--- src/rtl/pc_sequencer.sv ---
// pc_sequencer: next-PC controller for the RV32I fetch stage.
// Owns the PC, drives the instruction-memory request handshake, and
// discards a fetch that a redirect has made stale.
module pc_sequencer #(
    parameter logic [31:0] RESET_VECTOR = 32'h0000_0000,
    parameter logic [31:0] TRAP_VECTOR  = 32'h0000_0100
) (
    input  logic        clk,
    input  logic        reset,
    input  logic        stall,
    input  logic        branch_taken,
    input  logic [31:0] branch_target,
    input  logic        jump,
    input  logic [31:0] jump_target,
    input  logic        trap,
    output logic        imem_req,
    output logic [31:0] imem_addr,
    input  logic        imem_ready,
    input  logic [31:0] imem_rdata,
    output logic        instr_valid,
    output logic [31:0] instr,
    output logic [31:0] instr_pc,
    output logic        misalign
);

    localparam logic [0:0] ST_IDLE = 1'b0;
    localparam logic [0:0] ST_WAIT = 1'b1;

    logic [0:0]  state;
    logic [31:0] pc;
    logic [31:0] pend_pc;
    logic        kill;

    logic        redir;
    logic [31:0] sel_target;
    logic [31:0] target;
    logic        target_misaligned;

    // Pick the redirect target (trap > jump > branch) and word-align it
    always_comb begin
        redir      = trap | jump | branch_taken;
        sel_target = branch_target;
        if (jump) begin
            sel_target = jump_target;
        end
        if (trap) begin
            sel_target = TRAP_VECTOR;
        end
        target            = {sel_target[31:2], 2'b00};
        target_misaligned = redir & ~trap & (sel_target[1:0] != 2'b00);
    end

    assign imem_req  = (state == ST_WAIT);
    assign imem_addr = pc;

    // Fetch FSM: PC update, stale-fetch cancellation and instruction delivery
    always_ff @(posedge clk) begin
        if (reset) begin
            state       <= ST_IDLE;
            pc          <= RESET_VECTOR;
            pend_pc     <= RESET_VECTOR;
            kill        <= 1'b0;
            instr_valid <= 1'b0;
            instr       <= 32'h0000_0000;
            instr_pc    <= 32'h0000_0000;
            misalign    <= 1'b0;
        end else begin
            instr_valid <= 1'b0;
            misalign    <= target_misaligned;
            case (state)
                ST_IDLE: begin
                    if (redir) begin
                        pc <= target;
                    end else if (!stall) begin
                        state <= ST_WAIT;
                    end
                end
                ST_WAIT: begin
                    if (!imem_ready) begin
                        if (redir) begin
                            pend_pc <= target;
                            kill    <= 1'b1;
                        end
                    end else begin
                        if (!kill && !redir) begin
                            instr_valid <= 1'b1;
                            instr       <= imem_rdata;
                            instr_pc    <= pc;
                        end
                        if (redir) begin
                            pc <= target;
                        end else if (kill) begin
                            pc <= pend_pc;
                        end else begin
                            pc <= pc + 32'd4;
                        end
                        kill  <= 1'b0;
                        state <= stall ? ST_IDLE : ST_WAIT;
                    end
                end
                default: begin
                    state <= ST_IDLE;
                end
            endcase
        end
    end

endmodule

--- config.mk ---
export PLATFORM = sky130hd
export DESIGN_NAME = pc_sequencer
export DESIGN_NICKNAME = d
export VERILOG_FILES = /design/src/rtl/pc_sequencer.sv
export SDC_FILE = /design/constraint.sdc
export NUM_CORES = 1
export LEC_CHECK = 0
export CAP_MARGIN = 20
export CELL_PAD_IN_SITES_DETAIL_PLACEMENT = 1
export CELL_PAD_IN_SITES_GLOBAL_PLACEMENT = 1
export CORE_ASPECT_RATIO = 0.9
export CORE_MARGIN = 1
export CORE_UTILIZATION = 35
export CTS_CLUSTER_SIZE = 20
export DETAILED_ROUTE_END_ITERATION = 8
export GPL_TIMING_DRIVEN = 0
export PLACE_DENSITY_LB_ADDON = 0.1
export SLEW_MARGIN = 20
export SYNTH_ARGS = -nofsm -noshare
export SYNTH_HDL_FRONTEND = slang
export SYNTH_SLANG_ARGS = --single-unit
--- constraint.sdc ---
create_clock -name clk -period 5.6 [get_ports clk]
set_input_delay 1.4 -clock clk [delete_from_list [all_inputs] [get_ports clk]]
set_output_delay 1.4 -clock clk [all_outputs]
set_load 0.02 [all_outputs]
; Word level (Yosys, flattened, before mapping)
; Cells that the tools add are included.
[word_totals]
out_inout_bits = 99
reg_bits = 130
elab_cells = 42
in_bits = 103
latchBits = 0
ramBits = 0
n_memories = 0
romBits = 0
[op_classes]
n_lt_le_gt_ge = 0
n_shift = 0
n_addsub = 1
muxes = 14
eq_ne = 2
n_reduce_logical = 10
multipliers = 0
n_div = 0
bitwise = 7
[op_table]
columns = op, count
row1 = $mux W32, 6
row2 = $pmux W32 S2, 1
row3 = $add A32 B3 Y32 const B, 1
row4 = $mux W1, 6
row5 = $reduce_and A3 Y1, 2
row6 = $ne A2 B2 Y1 const B, 2
row7 = $reduce_and A2 Y1, 2
row8 = $reduce_bool A2 Y1, 2
row9 = $not A1 Y1, 3
row10 = $reduce_or A3 Y1, 1
row11 = $and A1 B1 Y1, 2
row12 = $logic_not A1 Y1, 2
row13 = $or A1 B1 Y1, 2
row14 = $pmux W1 S2, 1
row15 = $logic_and A1 B1 Y1, 1

; Longest topological paths before layout
; Gate-level depths: netlist of the first run.
[depth]
word_depth = 5
ltp_mapped = 7
depth_no_buf = 6

; Least setup slack after synthesis of the first run
; No wires, ideal clock.
[synth_timing]
path_type = input to register
start = input port jump
end = register instr_pc[15]
setup_time_ps = 134
setup_slack_ps = 2567
stages = 7
path_buffers = 3
t_required_ps = 5466
arrival_time_ps = 2899
path_cell_list = buf_2 > nor4b_1 > clkbuf_1 > nand3_1 > clkbuf_1 > nand2_1 > a21oi_1
[synth_between]
elab_chain_cells = 5
[synth_rtl]
columns = element, line
row1 = start: declaration, 13  ; input logic jump,
row2 = $or A1 B1 Y1 (2 in series), 41  ; redir = trap | jump | branch_taken;
row3 = $logic_not A1 Y1, 85  ; if (!kill && !redir) begin
row4 = $logic_and A1 B1 Y1, 85
row5 = $reduce_and A3 Y1 (no line), n/a
row6 = end signal: assignment, 88  ; instr_pc <= pc;
row7 = end: declaration, 22  ; output logic [31:0] instr_pc,
; No other way between the ends.
; A chain may end at the register's enable or synchronous reset.

; Worst setup path in the final report of the first run
[layout_timing]
start = input port jump
end = register instr[25]
[layout_between]
elab_chain_cells = 5
[layout_rtl]
columns = element, line
row1 = $or A1 B1 Y1 (2 in series), 41
row2 = $logic_not A1 Y1, 85
row3 = $logic_and A1 B1 Y1, 85
row4 = $reduce_and A3 Y1 (no line), n/a
row5 = end signal: assignment, 87  ; instr <= imem_rdata;
row6 = end: declaration, 21  ; output logic [31:0] instr,
; No other way between the ends.

==> results of run 1 <==
==> placed cells by master (no fill, tap or decap), types with 3 or more instances in the layout <==
cell / netlist / layout
clkdlybuf4s50_1: 0 / 196
nand2_1: 179 / 179
dfxtp_1: 126 / 126
a21oi_1: 115 / 115
nor2_1: 66 / 66
clkbuf_1: 49 / 52
mux2i_1: 38 / 38
nor3_1: 33 / 33
o21ai_0: 20 / 20
clkbuf_16: 0 / 17
nand3_1: 16 / 16
buf_2: 12 / 12
a211oi_1: 11 / 11
nor4_1: 12 / 11
inv_1: 10 / 10
xnor2_1: 8 / 8
a21o_1: 8 / 8
nor2b_1: 7 / 7
nand4_1: 7 / 7
a31oi_1: 6 / 6
a221oi_1: 6 / 6
or3_1: 5 / 5
o211ai_1: 5 / 5
o31ai_1: 5 / 5
nor4b_1: 4 / 4
nand2b_1: 4 / 4
o21a_1: 4 / 4
xor2_1: 4 / 4
buf_4: 4 / 4
conb_1: 1 / 4
clkinv_2: 0 / 4
and4_1: 3 / 3
a311oi_1: 3 / 3
bufinv_16: 0 / 3
==> routing by layer <==
| metal | GRT usage, % | up-vias |
|---|---|---|
| met2 | 42.7 | 237 |
| met5 | 0 | - |
| met3 | 5.55 | 28 |
| met4 | 7.02 | 0 |
| met1 | 36.8 | 3231 |
| li1 | - | 3227 |
==> state kept, by name, summed over array words and instances (netlist names) <==
signal,flops
pend_pc,30
kill,1
imem_req,1
misalign,1
instr_pc,30
imem_addr,30
instr_valid,1
instr,32
==> cell usage after synthesis (5+ instances only) <==
cell | number | area share [%]
nand2_1 | 179 | 11
dfxtp_1 | 126 | 41
a21oi_1 | 115 | 9.4
nor2_1 | 66 | 4.0
clkbuf_1 | 49 | 3.0
mux2i_1 | 38 | 6.2
nor3_1 | 33 | 2.7
o21ai_0 | 20 | 1.6
nand3_1 | 16 | 1.3
buf_2 | 12 | 0.98
nor4_1 | 12 | 1.2
a211oi_1 | 11 | 1.3
inv_1 | 10 | 0.61
a21o_1 | 8 | 0.98
xnor2_1 | 8 | 1.1
nand4_1 | 7 | 0.71
nor2b_1 | 7 | 0.71
a221oi_1 | 6 | 0.86
a31oi_1 | 6 | 0.61
o211ai_1 | 5 | 0.61
o31ai_1 | 5 | 0.61
or3_1 | 5 | 0.51
==> worst max-delay path, stage by stage <==
cell	delay, ns
clkdlybuf4s50_1	0.42
buf_2	0.21
nor4b_1	0.48
nand2_1	0.30
nor2_1	0.72
clkbuf_1	0.48
nand2_1	0.11
a21oi_1	0.15
==> power groups by stage <==
stage / clock, mW / sequential, mW / combinational [mW]
detailed placement: 0 / 0.955 / 0.282
CTS: 1.11 / 0.935 / 0.286
global placement: 0 / 0.954 / 0.279
finish: 1.10 / 0.936 / 0.287
floorplan: 0 / 0.964 / 0.117
global route: 1.15 / 0.938 / 0.308
==> metrics by stage <==
step	power (mW)	hold slack, ns	instances	util [%]	worst slack [ns]
3_3_place_gp	1.23	0.437	1238	49.4	1.24
5_1_grt	2.39	0.470	1267	52.7	1.43
2_1_floorplan	1.08	0.432	807	-	2.57
3_5_place_dp	1.24	0.446	1238	49.4	1.20
4_1_cts	2.33	0.453	1267	52.7	1.60
6_report	2.32	0.450	1267	52.7	1.67
==> kinds of logic after synthesis <==
logic type               share of synthesized area (%)
XOR/XNOR                                          1.72
buffers and inverters                             5.39
other                                           0.0612
AO/OA/AOI/OAI                                     19.4
flip-flops                                        41.2
AND/OR/NAND/NOR                                   25.7
multiplexers                                      6.39
adder cells (fa/ha/maj)                          0.204
==> how the worst max path moves through the flow <==
stage                        end  slack [ns]
floorplan           instr_pc[15]        2.57
global placement       instr[27]        1.24
detailed placement     instr[25]        1.20
CTS                    instr[25]        1.60
global route           instr[30]        1.43
finish                 instr[25]        1.67
==> layout make-up <==
cell class / instances / area share (%)
multi-input cells: 603 / 36.7
flip-flops and latches: 126 / 28.1
repair buffers: 196 / 21.9
clock buffers: 21 / 5.02
well taps: 235 / 3.28
plain buffers: 68 / 3.26
clock inverters: 8 / 1.31
inverters: 10 / 0.419
==> impl.org, run 1 <==
** Outcome
- Run status :: finished clean

** Logic synthesis
- Counting flops with a built-in enable in the synthesized netlist gives 0.
- The average instance in the mapped netlist occupies 7.62 µm².
- Main flop type after synthesis :: dfxtp_1
- Synthesis produced 804 cells.
- Distinct cells, synth :: 57
- Count of yosys warnings during synthesis :: 0
- After synthesis, the share of flip-flops with an asynchronous set or reset is 0%.
- Combined area of all synthesized cells :: 0.00613 mm²
- Synthesis inferred 126 register bits.
- Post-synthesis sequential area ratio :: 41.2%

** Place
- Input and output buffers added on the ports amount to 196.
- Post-detailed-placement half-perimeter wirelength :: 17.5 mm
- Final weighted congestion of routability-driven global placement :: 0.853
- Summing all placed instances gives a cell area of 0.00839 mm².

** Clock tree
- Post-CTS setup buffers :: 0
- CTS sink cnt :: 126
- In this run, CTS created clock tree buffers numbering 17.
- Clock Pin Slew Worst Setup and Hold Paths :: 0.06 ns
- The later pin in the worst-skew pair is clocked with a latency of 0.42 ns.
- Gates resized during post-CTS repair numbered 0.
- The root buffer cell chosen for the clock tree is clkbuf_16.
- TritonCTS built the clock tree.
- Max H-tree Level :: 4
- Cts hold-fix bufs :: 0
- The clock passes through at most 2 buffers.

** Timing
- After layout, the worst path uses 70.2% of the clock period.
- For this run, the top clock speed supported by timing is 0.254 GHz.
- Setup repair after global routing left no endpoint under its margin.
- The number of max-slew violations in the final report was 0.
- Final-report setup violation count :: 0
- Setup TNS after final layout :: 0 ns
- Max Clock Skew :: 0.00944 ns
- For the pin with the worst max-slew slack, the measured transition is 0.832 ns.
- The count of endpoints failing hold in the final timing report was 0.
- Final worst path period need :: 3.93 ns
- Worst-case headroom to the max-slew limit :: 43.8%

** Detailed routing
- Routed via count :: 6723
- Routed length on met2 :: 10.6 mm
- The first TritonRoute pass finished after 5 iterations.
- The routed design has 23.7 mm of wire.
- Top metal layer carrying routed signals :: met4
- Number of vias per cell after detailed routing :: 5.31
- After detailed routing, the met3 layer carries 1.46 mm of wire.
- Drt wl/cell :: 18.7 µm
- The first routing iteration left 383 violations.
- Number of nets with antenna violations after detailed routing :: 0
- Number of design rule violations left after detail routing :: 0
- The detailed router put a total of 11.3 mm of wire on met1.

** Worst setup path
- STA classifies the critical path endpoint as a register.
- In this run the critical register-to-register path is launched from imem_req.
- In this run the worst setup path begins at jump.
- Worst endpoint required time :: 5.94 ns
- For the worst setup path, the data arrival time is 4.28 ns.
- The worst setup path is launched from an input pin.
- The worst register-to-register path has a setup slack of 2.66 ns.
- Of all nets on the critical path, the largest fanout is 10.
- Critical path type :: in2reg
- R2r endpoint :: instr[25]
- Depth of the worst register-to-register path :: 7

** Finish
- Share of layout cells above drive strength 1 :: 5.43%
- Final standard cell area without fillers :: 0.00897 mm²
- Number of nets in the finished design :: 1126
- Sequential cell area in the final layout :: 0.00252 mm²
- Layout-stage area growth over the synthesis result :: 46.4%
- Multi-input gate area in the final layout :: 0.00329 mm²
- Fill cells in the final layout number 2110.
- Total inserted antenna cells :: 0

** Floorplan
- The floorplan has 45 rows.
- Horizontal die dimension :: 141 µm
- The floorplan step defined a core boundary enclosing 0.0170 mm².
- Io pins :: 202
- Die ar. :: 0.0180 mm²
- The die is 128 µm tall.
- The initial utilization of the core area, before any placement, comes to 36.0%.

** Power
- Combinational logic burns 12.4% of the power.
- Summed over all nets, the switching power comes to 0.572 mW.
- Internal Dissipation :: 1.75 mW
- Peak ir drop on the vdd network :: 0.201 mV
- Switching fraction of total power :: 24.7%
- In this run, flip-flops and latches consume 40.3% of the power.
- Leakage dissipation :: 3.04 nW
- Dividing total power by cell area gives a power density of 259 mW/mm².
- In this run, the clock network consumes 47.3% of the power.

** Global routing
- Initial antenna violation count :: 0
- Entering global routing, the biggest net connects 17 pins.
- Global-route wire length before repair :: 37.1 mm
- Global routing consumed, over all layers together, 26.8% of the routing resources.
- Global routing finished with a remaining overflow of 0.
- Vias in the first global route :: 6693

** Hold path
- Worst Hold End :: instr[20]
- The worst hold path begins at instr[20].
- The worst hold path passes through 2 cells.
- The tightest min-delay check is of the reg2reg type.

** Job
- Max-cap violation count :: 0
No activity file was read; power rests on OpenSTA's default activity.
==> run 2, diff against run 1 <==
--- a/config.mk
+++ b/config.mk
@@ -10,7 +10,7 @@
 export CELL_PAD_IN_SITES_GLOBAL_PLACEMENT = 1
 export CORE_ASPECT_RATIO = 0.9
 export CORE_MARGIN = 1
-export CORE_UTILIZATION = 35
+export CORE_UTILIZATION = 33
 export CTS_CLUSTER_SIZE = 20
 export DETAILED_ROUTE_END_ITERATION = 8
 export GPL_TIMING_DRIVEN = 0
==> constraint.sdc (replaced) <==
create_clock -name clk -period 3.8 [get_ports clk]
set_input_delay 0.95 -clock clk [delete_from_list [all_inputs] [get_ports clk]]
set_output_delay 0.95 -clock clk [all_outputs]
set_load 0.02 [all_outputs]
==> run 2 against run 1 <==
  * Sequential cell count did not move
  * Sequential share of layout area about the same
  * Critical path depth unchanged
  * Via count fell by 0.83%
  * Register-to-register slack lost 1.7 ns
  * Clock-buffer cell count decreased by 4
  * Setup slack lost 1.3 ns
  * Total power is 47% higher
  * Clock power increased by 47%
  * Combinational power is 47% higher
  * Routed wire length up 0.26%
  * Critical path type unchanged
  * Critical endpoint is now instr[18]
  * Largest cell class unchanged
  * Highest routed layer unchanged
==> impl.org, run 2 (synthesis results as in run 1) <==
** Detailed routing
- DRT iter0 DRCs :: 440
- Number of nets with antenna violations after detailed routing :: 0
- Number of design rule violations left after detail routing :: 0
- DR pass1 iterations :: 4
- Final WL :: 23.8 mm
- After detailed routing, the average wire length per cell comes to 18.7 µm.
- Routed via count :: 6667
- Using the TritonRoute via totals, the vias-per-cell ratio works out to 5.23.

** Global routing
- Entering global routing, the biggest net connects 17 pins.
- The first global-routing pass estimated 37.7 mm of wire.
- GRT Residual Overflow :: 0
- The number of antenna violations at the first check in global routing came to 0.
- Vias in the first global route :: 6745
- GRT Overall Usage :: 25.4%

** Hold path
- Worst Hold Path Cells :: 2
- For hold timing, the worst endpoint is instr_pc[8].
- The startpoint identified for the worst hold timing path is instr_pc[8].
- Worst hold-check path type :: reg2reg

** Timing
- Hold_ws :: 0.452 ns
- Count of final hold-check violations :: 0
- Headroom to the max-slew limit came out at 40.9%.
- Setup violations remaining at the end of the flow were counted as 0.
- Setup repair after global routing left no endpoint under its margin.
- Fin crit share :: 90.1%
- Max-slew violation total from the final report :: 0
- For this run, the top clock speed supported by timing is 0.292 GHz.
- Slack of the critical path :: 0.377 ns
- At the pin with the least slew margin, the transition time is 0.875 ns.
- Between clock sinks in the finished design, the worst skew comes to 0.00764 ns.
- Final worst path period need :: 3.42 ns

** Place
- Final weighted congestion of routability-driven global placement :: 0.839
- In this run, placement finished with an instance count of 1243.
- Port bufs :: 196
- Post-detailed-placement half-perimeter wirelength :: 17.6 mm
- Post-Place Setup Slack :: -0.185 ns
- Placed inst area :: 0.00840 mm²

** Floorplan
- Die ar. :: 0.0191 mm²
- Core area :: 0.0179 mm²
- Std-Cell Rows :: 46
- Vertical die dimension :: 131 µm
- Measured along the x axis, the die boundary spans 146 µm.
- Starting Density :: 34.2%
- Io pins :: 202

** Worst setup path
- For the worst flop-to-flop path, the logic depth is 7.
- The worst setup path is launched from an input pin.
- The slowest stage of the critical path belongs to the cell nor4b_1.
- At the worst endpoint, the required time is 4.09 ns.
- Critical path type :: in2reg
- CP Capture Type :: register
- In this run the critical register-to-register path is captured at instr[18].
- The critical path goes through clkdlybuf4s50_1, buf_2, nor4b_1, clkbuf_1, nand3_1, clkbuf_1, nand2_1, a21oi_1.
- Internal reg-to-reg setup slack :: 0.92 ns
- Largest fanout of any net on the critical path :: 10
- Worst path most repeated cell :: clkbuf_1
- Arrival time of data at the critical path endpoint :: 3.72 ns
- Worst r2r src :: imem_req
- On the worst path, the slowest cell contributes a delay of 0.55 ns.

** Clock tree
- The H-tree generated during clock tree synthesis spans 4 levels.
- CTS sink cnt :: 126
- TritonCTS clock tree :: done
- The later pin in the worst-skew pair is clocked with a latency of 0.43 ns.
- Cts hold-fix bufs :: 0
- Buffer type at the clock tree root :: clkbuf_16
- Buffers added to address setup during post-CTS repair amount to 0.
- In this run, CTS created clock tree buffers numbering 17.
- Max Root-Sink Buffers :: 2
- Clock Pin Slew Worst Setup and Hold Paths :: 0.06 ns

** Outcome
- Run status :: finished clean

** Finish
- The count of cells in the finished layout, fillers not included, comes to 1274.
- Layout-stage area growth over the synthesis result :: 46.6%
- Flip-flop count of the largest register, all copies and words added :: 32
- The final layout contains 1126 nets.
- Share of layout cells above drive strength 1 :: 6.00%
- The top cell types in the final layout, fill and taps aside, are clkdlybuf4s50_1, nand2_1, dfxtp_1.
- Final standard cell area without fillers :: 0.00898 mm²
- The repair_antennas step left the layout with diodes totalling 0.
- Counting the fill cells in the layout gives 2229.
- Leaving out fill and tap cells, the most frequent cell in the layout is clkdlybuf4s50_1.
- The register with the most flip-flops in the final layout is instr.

** Power
- Dividing total power by cell area gives a power density of 381 mW/mm².
- Power Total :: 3.42 mW
- Leakage dissipation :: 3.04 nW
- Across the VDD grid, the largest voltage drop is 0.287 mV.

** Job
- Max-cap violation count :: 0
run 2: cell count changes in the layout (fill, tap and decap cells not counted):
cell / delta
clkinv_4: +6
bufinv_16: -1
nor2_1: -1
clkbuf_1: -3
clkinvlp_4: +1
clkbuf_8: -1
nor2_2: +1
run 2: worst max path at each step:
| stage | startpoint | to | slack (ns) |
|---|---|---|---|
| after CTS | jump | instr[30] | 0.22 |
| after global placement | jump | instr[26] | -0.15 |
| final | jump | instr[18] | 0.38 |
| after detailed placement | jump | instr[23] | -0.18 |
| after global routing | jump | instr[21] | 0.20 |
| after floorplan | jump | instr_pc[15] | 1.22 |
run 2: repair_timing:
item | 4_1_cts | 5_1_grt
setup endpoints to repair | 0 | 1
endpoints found under the hold margin | 0 | 0
resized for setup | 0 | 1
run 2: area by class of cell:
| cell class | count | area (µm²) | area share, % |
|---|---|---|---|
| plain buffers | 68 | 293 | 3.26 |
| clock buffers | 17 | 425 | 4.74 |
| clock inverters | 14 | 148 | 1.64 |
| inverters | 10 | 37.5 | 0.418 |
| multi-input cells | 603 | 3290 | 36.7 |
| flip-flops and latches | 126 | 2520 | 28.1 |
| well taps | 240 | 300 | 3.34 |
| repair buffers | 196 | 1960 | 21.8 |
run 2: per-stage QoR:
step	TNS [ns]	util (%)
finish	0	50.2
global route	0	50.2
CTS	0	50.1
detailed placement	-5.99	46.9
global placement	-2.77	46.9
floorplan	0	-
run 2: power breakdown:
part	internal, mW	switching, mW
Combinational	0.200	0.223
Clock	0.960	0.658
Sequential	1.34	0.0355
run 2: worst max-delay path, delay by kind of cell:
family	cells	cell delay, ns
AO/OA/AOI/OAI	1	0.07
buffers and inverters	4	1.45
AND/OR/NAND/NOR	3	1.24
run 2: metal layers:
layer  track usage, %  up-vias  part of all wire [%]
li1                 -     3227                     -
met1             34.7     3169                    48
met2             39.8      243                    44
met3             5.21       28                   6.3
met4             8.07        0                   1.8
met5                0        -                     0
==> run 3, diff against run 2 <==
==> constraint.sdc (replaced) <==
create_clock -name clk -period 3.8 [get_ports clk]
set_input_delay 0.95 -clock clk [delete_from_list [all_inputs] [get_ports clk]]
set_output_delay 0.95 -clock clk [all_outputs]
set_load 0.1 [all_outputs]
==> results of run 3 <==
Same layout as run 2 (identical final DEF). Status: finished clean.
Among the figures that moved: total power 3.42 mW -> 3.55 mW; worst IR drop on VDD 0.287 mV -> 0.288 mV
